===== config.mk =====
export PLATFORM = sky130hd
export DESIGN_NAME = noc_traffic_gen
export DESIGN_NICKNAME = d
export VERILOG_FILES = /design/src/rtl/noc_traffic_gen.sv
export SDC_FILE = /design/constraint.sdc
export NUM_CORES = 1
export LEC_CHECK = 0
export CAP_MARGIN = 20
export CORE_AREA = 2 2 128 130
export CTS_CLUSTER_DIAMETER = 50
export CTS_CLUSTER_SIZE = 20
export DETAILED_ROUTE_END_ITERATION = 6
export DIE_AREA = 0 0 130 132
export GPL_TIMING_DRIVEN = 0
export PLACE_DENSITY = 0.76
export SYNTH_ARGS = -nofsm -noshare
export SYNTH_HDL_FRONTEND = slang
export SYNTH_SLANG_ARGS = --single-unit

===== constraint.sdc =====
create_clock -name clk_usr -period 3.1 [get_ports clk_usr]
set_input_delay 0.465 -clock clk_usr [delete_from_list [all_inputs] [get_ports clk_usr]]
set_output_delay 0.465 -clock clk_usr [all_outputs]
set_load 0.01 [all_outputs]

===== src/rtl/noc_traffic_gen.sv =====
`default_nettype none
// ============================================================================
// Module   : noc_traffic_gen
// Purpose  : AXI-Stream packet generator for NoC bring-up and soak testing.
//            Define TRAFFIC_GEN_LFSR_PAYLOAD_EN for an LFSR in tdata[W-1:32].
// Revision : 1.0 - initial release
// ============================================================================
module noc_traffic_gen #(
   parameter int TDATA_WIDTH       = 64,
   parameter int TDEST_WIDTH       = 4,
   parameter int TID_WIDTH         = 2,
   parameter int NOC_NUM_ENDPOINTS = 9,
   parameter int MAX_PKT_LEN       = 16,
   parameter int LEN_WIDTH         = $clog2(MAX_PKT_LEN + 1)
) (
   input  logic                   clk_usr,
   input  logic                   rst_n,
   input  logic                   cfg_start,
   input  logic                   cfg_stop,
   input  logic [15:0]            cfg_num_pkts,
   input  logic [LEN_WIDTH-1:0]   cfg_pkt_len,
   input  logic [7:0]             cfg_gap,
   input  logic                   cfg_dest_mode,
   input  logic [TDEST_WIDTH-1:0] cfg_fixed_dest,
   input  logic [TID_WIDTH-1:0]   cfg_tid,
   input  logic [TDEST_WIDTH-1:0] self_addr,
   output logic                   axis_out_tvalid,
   input  logic                   axis_out_tready,
   output logic [TDATA_WIDTH-1:0] axis_out_tdata,
   output logic                   axis_out_tlast,
   output logic [TID_WIDTH-1:0]   axis_out_tid,
   output logic [TDEST_WIDTH-1:0] axis_out_tdest,
   output logic                   busy,
   output logic                   done,
   output logic [15:0]            pkts_sent,
   output logic [31:0]            flits_sent
);

   typedef enum logic [1:0] {ST_IDLE = 2'd0, ST_SEND = 2'd1, ST_GAP = 2'd2} state_t;

   localparam logic [TDEST_WIDTH-1:0] c_rr_last  = TDEST_WIDTH'(NOC_NUM_ENDPOINTS - 1);
   localparam logic [TDEST_WIDTH-1:0] c_dest_one = TDEST_WIDTH'(1);
   localparam logic [LEN_WIDTH-1:0]   c_len_max  = LEN_WIDTH'(MAX_PKT_LEN);
   localparam logic [LEN_WIDTH-1:0]   c_len_one  = LEN_WIDTH'(1);
   localparam int                     c_hi_w     = (TDATA_WIDTH > 32) ? TDATA_WIDTH - 32 : 1;

   state_t                 r_state, w_state_nxt;
   logic [LEN_WIDTH-1:0]   r_len, w_len_nxt, r_idx, w_idx_nxt;
   logic [15:0]            r_num, w_num_nxt, r_seq, w_seq_nxt, r_pkts, w_pkts_nxt;
   logic [31:0]            r_flits, w_flits_nxt, w_lo_nxt;
   logic [7:0]             r_gap, w_gap_nxt, r_gcnt, w_gcnt_nxt;
   logic                   r_mode, w_mode_nxt, r_done, w_done_nxt, r_stop, w_stop_nxt;
   logic [TDEST_WIDTH-1:0] r_fixed, w_fixed_nxt, r_self, w_self_nxt;
   logic [TDEST_WIDTH-1:0] r_ptr, w_ptr_nxt, w_dest_nxt, r_tdest;
   logic [TID_WIDTH-1:0]   r_tid, w_tid_nxt;
   logic [TDATA_WIDTH-1:0] r_tdata, w_tdata_nxt;
   logic [c_hi_w-1:0]      w_hi_nxt;
   logic                   r_tvalid, r_tlast, r_busy;
   logic                   w_start, w_hs, w_tail, w_run_done;

   function automatic logic [TDEST_WIDTH-1:0] f_rr_step(input logic [TDEST_WIDTH-1:0] p);
      return (p == c_rr_last) ? '0 : p + c_dest_one;
   endfunction

   function automatic logic [TDEST_WIDTH-1:0] f_rr_skip(input logic [TDEST_WIDTH-1:0] p,
                                                        input logic [TDEST_WIDTH-1:0] s);
      return (p == s) ? f_rr_step(p) : p;
   endfunction

   function automatic logic [LEN_WIDTH-1:0] f_clamp(input logic [LEN_WIDTH-1:0] l);
      if (l == '0) return c_len_one;
      if (l > c_len_max) return c_len_max;
      return l;
   endfunction

   assign w_start    = (r_state == ST_IDLE) & cfg_start;
   assign w_hs       = r_tvalid & axis_out_tready;
   assign w_tail     = w_hs & r_tlast;
   assign w_run_done = (r_num != 16'd0) && (r_pkts + 16'd1 == r_num);

   always_ff @(posedge clk_usr) begin
      if (!rst_n) r_state <= ST_IDLE;
      else        r_state <= w_state_nxt;
   end

   always_comb begin
      w_state_nxt = r_state;
      case (r_state)
         ST_IDLE: if (cfg_start) w_state_nxt = ST_SEND;
         ST_SEND: begin
            if (w_tail) begin
               if (w_run_done || r_stop || cfg_stop) w_state_nxt = ST_IDLE;
               else if (r_gap != 8'd0)               w_state_nxt = ST_GAP;
            end
         end
         ST_GAP: begin
            if (cfg_stop)                      w_state_nxt = ST_IDLE;
            else if (r_gcnt == r_gap - 8'd1)   w_state_nxt = ST_SEND;
         end
         default: w_state_nxt = ST_IDLE;
      endcase
   end

   // Next-cycle datapath; output flops load from these so the bus is fully registered.
   always_comb begin
      w_len_nxt   = r_len;
      w_num_nxt   = r_num;
      w_gap_nxt   = r_gap;
      w_mode_nxt  = r_mode;
      w_fixed_nxt = r_fixed;
      w_tid_nxt   = r_tid;
      w_self_nxt  = r_self;
      w_seq_nxt   = r_seq;
      w_idx_nxt   = r_idx;
      w_pkts_nxt  = r_pkts;
      w_flits_nxt = r_flits;
      w_ptr_nxt   = r_ptr;
      w_done_nxt  = r_done;
      w_stop_nxt  = r_stop;
      if (w_start) begin
         w_len_nxt   = f_clamp(cfg_pkt_len);
         w_num_nxt   = cfg_num_pkts;
         w_gap_nxt   = cfg_gap;
         w_mode_nxt  = cfg_dest_mode;
         w_fixed_nxt = cfg_fixed_dest;
         w_tid_nxt   = cfg_tid;
         w_self_nxt  = self_addr;
         w_seq_nxt   = '0;
         w_idx_nxt   = '0;
         w_pkts_nxt  = '0;
         w_flits_nxt = '0;
         w_ptr_nxt   = f_rr_skip('0, self_addr);
         w_done_nxt  = 1'b0;
         w_stop_nxt  = 1'b0;
      end else begin
         if (w_hs) begin
            w_flits_nxt = r_flits + 32'd1;
            w_idx_nxt   = r_idx + c_len_one;
         end
         if (w_tail) begin
            w_idx_nxt  = '0;
            w_seq_nxt  = r_seq + 16'd1;
            w_pkts_nxt = r_pkts + 16'd1;
            w_ptr_nxt  = f_rr_skip(f_rr_step(r_ptr), r_self);
         end
         if ((r_state == ST_SEND) && cfg_stop) w_stop_nxt = 1'b1;
         if ((r_state != ST_IDLE) && (w_state_nxt == ST_IDLE)) w_done_nxt = 1'b1;
      end
      w_gcnt_nxt = (r_state == ST_GAP) ? r_gcnt + 8'd1 : 8'd0;
      if (!w_mode_nxt)                 w_dest_nxt = w_fixed_nxt;
      else if (NOC_NUM_ENDPOINTS == 1) w_dest_nxt = w_self_nxt;
      else                             w_dest_nxt = w_ptr_nxt;
      w_lo_nxt = {8'(w_self_nxt), 8'(w_idx_nxt), w_seq_nxt};
   end

`ifdef TRAFFIC_GEN_LFSR_PAYLOAD_EN
   if (TDATA_WIDTH > 32) begin : g_lfsr
      localparam int c_rep = (c_hi_w + 31) / 32;
      logic [31:0]         r_lfsr, w_lfsr_nxt;
      logic [32*c_rep-1:0] w_rep;
      always_comb begin
         w_lfsr_nxt = r_lfsr;
         if (w_start)   w_lfsr_nxt = 32'hACE1_0001;
         else if (w_hs) w_lfsr_nxt = r_lfsr[0] ? ((r_lfsr >> 1) ^ 32'h8020_0003) : (r_lfsr >> 1);
      end
      always_ff @(posedge clk_usr) begin
         if (!rst_n) r_lfsr <= '0;
         else        r_lfsr <= w_lfsr_nxt;
      end
      assign w_rep    = {c_rep{w_lfsr_nxt}};
      assign w_hi_nxt = w_rep[c_hi_w-1:0];
   end else begin : g_no_lfsr
      assign w_hi_nxt = '0;
   end
`else
   assign w_hi_nxt = '0;
`endif

   if (TDATA_WIDTH > 32) begin : g_tdata_wide
      assign w_tdata_nxt = {w_hi_nxt, w_lo_nxt};
   end else begin : g_tdata_narrow
      assign w_tdata_nxt = w_lo_nxt;
   end

   always_ff @(posedge clk_usr) begin
      if (!rst_n) begin
         r_len <= '0;  r_num <= '0;  r_gap <= '0;  r_mode <= 1'b0;
         r_fixed <= '0; r_tid <= '0; r_self <= '0; r_seq <= '0;
         r_idx <= '0;  r_pkts <= '0; r_flits <= '0; r_ptr <= '0;
         r_gcnt <= '0; r_done <= 1'b0; r_stop <= 1'b0;
         r_tvalid <= 1'b0; r_tlast <= 1'b0; r_tdest <= '0; r_tdata <= '0; r_busy <= 1'b0;
      end else begin
         r_len <= w_len_nxt;   r_num <= w_num_nxt;   r_gap <= w_gap_nxt;   r_mode <= w_mode_nxt;
         r_fixed <= w_fixed_nxt; r_tid <= w_tid_nxt; r_self <= w_self_nxt; r_seq <= w_seq_nxt;
         r_idx <= w_idx_nxt;   r_pkts <= w_pkts_nxt; r_flits <= w_flits_nxt; r_ptr <= w_ptr_nxt;
         r_gcnt <= w_gcnt_nxt; r_done <= w_done_nxt; r_stop <= w_stop_nxt;
         r_tvalid <= (w_state_nxt == ST_SEND);
         r_tlast  <= (w_idx_nxt == w_len_nxt - c_len_one);
         r_tdest  <= w_dest_nxt;
         r_tdata  <= w_tdata_nxt;
         r_busy   <= (w_state_nxt != ST_IDLE);
      end
   end

   assign axis_out_tvalid = r_tvalid;
   assign axis_out_tdata  = r_tdata;
   assign axis_out_tlast  = r_tlast;
   assign axis_out_tid    = r_tid;
   assign axis_out_tdest  = r_tdest;
   assign busy            = r_busy;
   assign done            = r_done;
   assign pkts_sent       = r_pkts;
   assign flits_sent      = r_flits;

endmodule
`default_nettype wire

==> impl_metrics.toml <==
[outcome]
status = "finished clean"

[cts]
ctsResizeCount = 0
cts_tree = "built"
cts_sinks = 132
clk_pin_slew_ns = 0.06
clk_latency_ns = 0.41
ctsHoldBuffers = 0
postCtsSetupBuffers = 0
h-tree-depth = 4
numCtsBuffers = 17
clk_path_buf_depth = 2
clock_tree.root_cell = "clkbuf_16"

[floorplan]
die_area_um2 = 17200
dieWidth_um = 130
num_io_pins = 167
dieHeight_um = 132
core-area_um2 = 15700
rows = 46
start_util_pct = 44.3

[synth]
synth_seq_cells = 132
synthArstFlopShare_pct = 0
syn-mean-instance-area_um2 = 8.27
synth_warnings = 0
synth_seq_area_share_pct = 38.0
yosysUniqueCellTypes = 73
syn_area_um2 = 6960
synth_edf_count = 0
syn_inst = 841
synth_flop_cell = "dfxtp_1"

[finish]
final_common_cell = "dfxtp_1"
mostFrequentLayoutCells = "dfxtp_1 (132), clkdlybuf4s50_1 (127), nand2_1 (123)"
fin_nets = 1082
nFillCells = 1410
syn2layout_area_growth_pct = 33.5
antenna_cells = 0
drive_gt1_share_pct = 10.8
finalNonFillerCells = 1253

[grt]
grt_max_degree = 17
antenna_found_initial = 0
track_usage_pct = 19.9
grt_pass1_vias = 5589
grt_pass1_wl_um = 27600
grt_overflow = 0

[pwr]
leakagePower_nw = 3.44
power_w = 0.00449
peakVddDrop_v = 0.000432
p_per_area_nw_per_um2 = 483

[placement]
numPortBuffers = 127
post-place-cells = 1222
finalWeightedCongestion = 0.870
hpwl_um = 12900

[critical_path]
slowest_delay_ns = 0.52
r2r-start = "r_state[0]$_SDFF_PN0_"
cpMostUsedCell = "xnor2_1"
crit_arrival_ns = 2.91
worstPathBufferInverterCount = 3
cp-start-kind = "input port"
crit_path_end_kind = "flip-flop"
path_cells = "clkdlybuf4s50_1, or3b_1, buf_2, clkbuf_1, a21oi_1, ha_1, xnor2_1, xnor2_1, nand4_1, nor3_1"
critPathTopFamily = "buffers and inverters"
regToRegSetupSlack_ns = 0.64
cp_num_cells = 10
cp.required_ns = 3.43
worstReg2RegEnd = "axis_out_tlast$_SDFF_PN0_"
path_class = "input port to flip-flop"
worst-r2r-cell-count = 10
crit_fanout = 10
cpMaxStageDelayCell = "clkdlybuf4s50_1"

[timing]
rsz0062_at_grt = "false"
clock_skew_ns = 0.00667
hold_slack_ns = 0.459
finalSetupViolCount = 0
tns_ns = 0
fin_crit_sh_pct = 83.2
slew_violations = 0
max_freq_ghz = 0.388
hold_viol_final = 0
period_needed_ns = 2.58
slew_headroom_pct = 51.2
worst_slew_pin_slew_ns = 0.732

[run]
drv_cap = 0

[route]
drc = 0
dr.pass1.iters = 5
routed_wl_um = 16800
antenna_left = 0
wl_per_cell_um = 13.4
vias = 6231
viasPerCell = 4.97
drtIter0Drc = 313

[worst_hold_path]
hold_depth = 2
min_path_type = "flip-flop to flip-flop"
worstHoldEndpoint = "axis_out_tid[1]$_SDFFE_PN0P_"
hp-start = "axis_out_tid[1]$_SDFFE_PN0P_"
[flip-flops by register name (all words and copies together), names as in the netlist, 2 cells and up]
name / cells
axis_out_tdata: 2
r_seq: 15
axis_out_tdest: 4
pkts_sent: 16
r_gap: 8
axis_out_tid: 2
r_idx: 4
r_num: 16
r_fixed: 4
r_state: 2
flits_sent: 32
r_ptr: 4
r_self: 4
r_len: 5
r_gcnt: 8
[area by class of cell]
type	instances	area (um2)	area share (%)
multi-input combinational	652	3920	42.2
sequential	132	2640	28.5
timing repair buffer	127	1270	13.7
buffer	76	462	4.97
clock buffer	19	443	4.77
tap	216	270	2.91
clock inverter	12	205	2.21
inverter	19	71.3	0.768
[per-stage QoR]
stage | area, um2 | setup slack (ns) | utilization, %
after global routing | 9290 | 0.253 | 59.1
after floorplan | 7100 | 0.949 | -
after detailed placement | 8640 | 0.0794 | 55.0
after global placement | 8640 | 0.104 | 55.0
after CTS | 9290 | 0.511 | 59.1
final | 9290 | 0.521 | 59.1
[metal layers]
layer / routed length (um) / GRT usage (%)
met1: 7660 / 26.4
met2: 7960 / 32.2
met3: 866 / 3.73
met4: 320 / 7.29
met5: 0 / 0
[cell families (layout without fill, tap and decap cells)]
family                   count (synthesis)  after routing  share of synthesized area [%]
AO/OA/AOI/OAI                          104            104                           9.79
XOR/XNOR                               104            104                           13.6
adder cells (fa/ha/maj)                 12             12                           2.16
buffers and inverters                   95            253                           7.66
flip-flops                             132            132                           38.0
multiplexers                             8              8                           1.17
other                                    1             39                         0.0539
AND/OR/NAND/NOR                        385            385                           27.5
[power breakdown]
| part | leakage, nW | switching, W | internal [W] |
|---|---|---|---|
| combinational | 2.06 | 0.000269 | 0.000240 |
| sequential | 1.07 | 0.0000453 | 0.00175 |
| clock | 0.309 | 0.000740 | 0.00145 |
[Yosys cell counts, drive strengths merged (6+ instances only)]
cell type / count / area, um2
ha: 12 / 150
nor2b: 7 / 43.8
and4: 9 / 86.3
clkbuf: 14 / 52.6
nand4: 20 / 146
nor4: 16 / 136
a21oi: 51 / 267
nor2: 103 / 387
and2: 6 / 37.5
inv: 19 / 71.3
xnor2: 60 / 544
xor2: 44 / 404
mux2i: 7 / 70.1
or3: 12 / 75.1
o21ai: 18 / 90.1
nand3: 33 / 175
nand2: 123 / 462
nor3: 22 / 110
buf: 62 / 409
dfxtp: 132 / 2640
and3: 11 / 68.8
[worst max path at each step]
stage                     slack (ns)                   endpoint       from
after floorplan                 0.95  axis_out_tlast$_SDFF_PN0_  cfg_start
after global routing            0.25  axis_out_tlast$_SDFF_PN0_  cfg_start
after CTS                       0.51  axis_out_tlast$_SDFF_PN0_  cfg_start
final                           0.52  axis_out_tlast$_SDFF_PN0_  cfg_start
after global placement          0.10  axis_out_tlast$_SDFF_PN0_  cfg_start
after detailed placement        0.08  axis_out_tlast$_SDFF_PN0_  cfg_start
[worst register-to-register path, stage by stage (launching register included)]
cell and delay [ns]:
dfxtp_1 0.29, buf_2 0.15, or3b_1 0.36, buf_2 0.17, clkbuf_1 0.27, a21oi_1 0.32, ha_1 0.23, xnor2_1 0.14
xnor2_1 0.14, nand4_1 0.10, nor3_1 0.22
No activity file was read; power rests on OpenSTA's default activity.
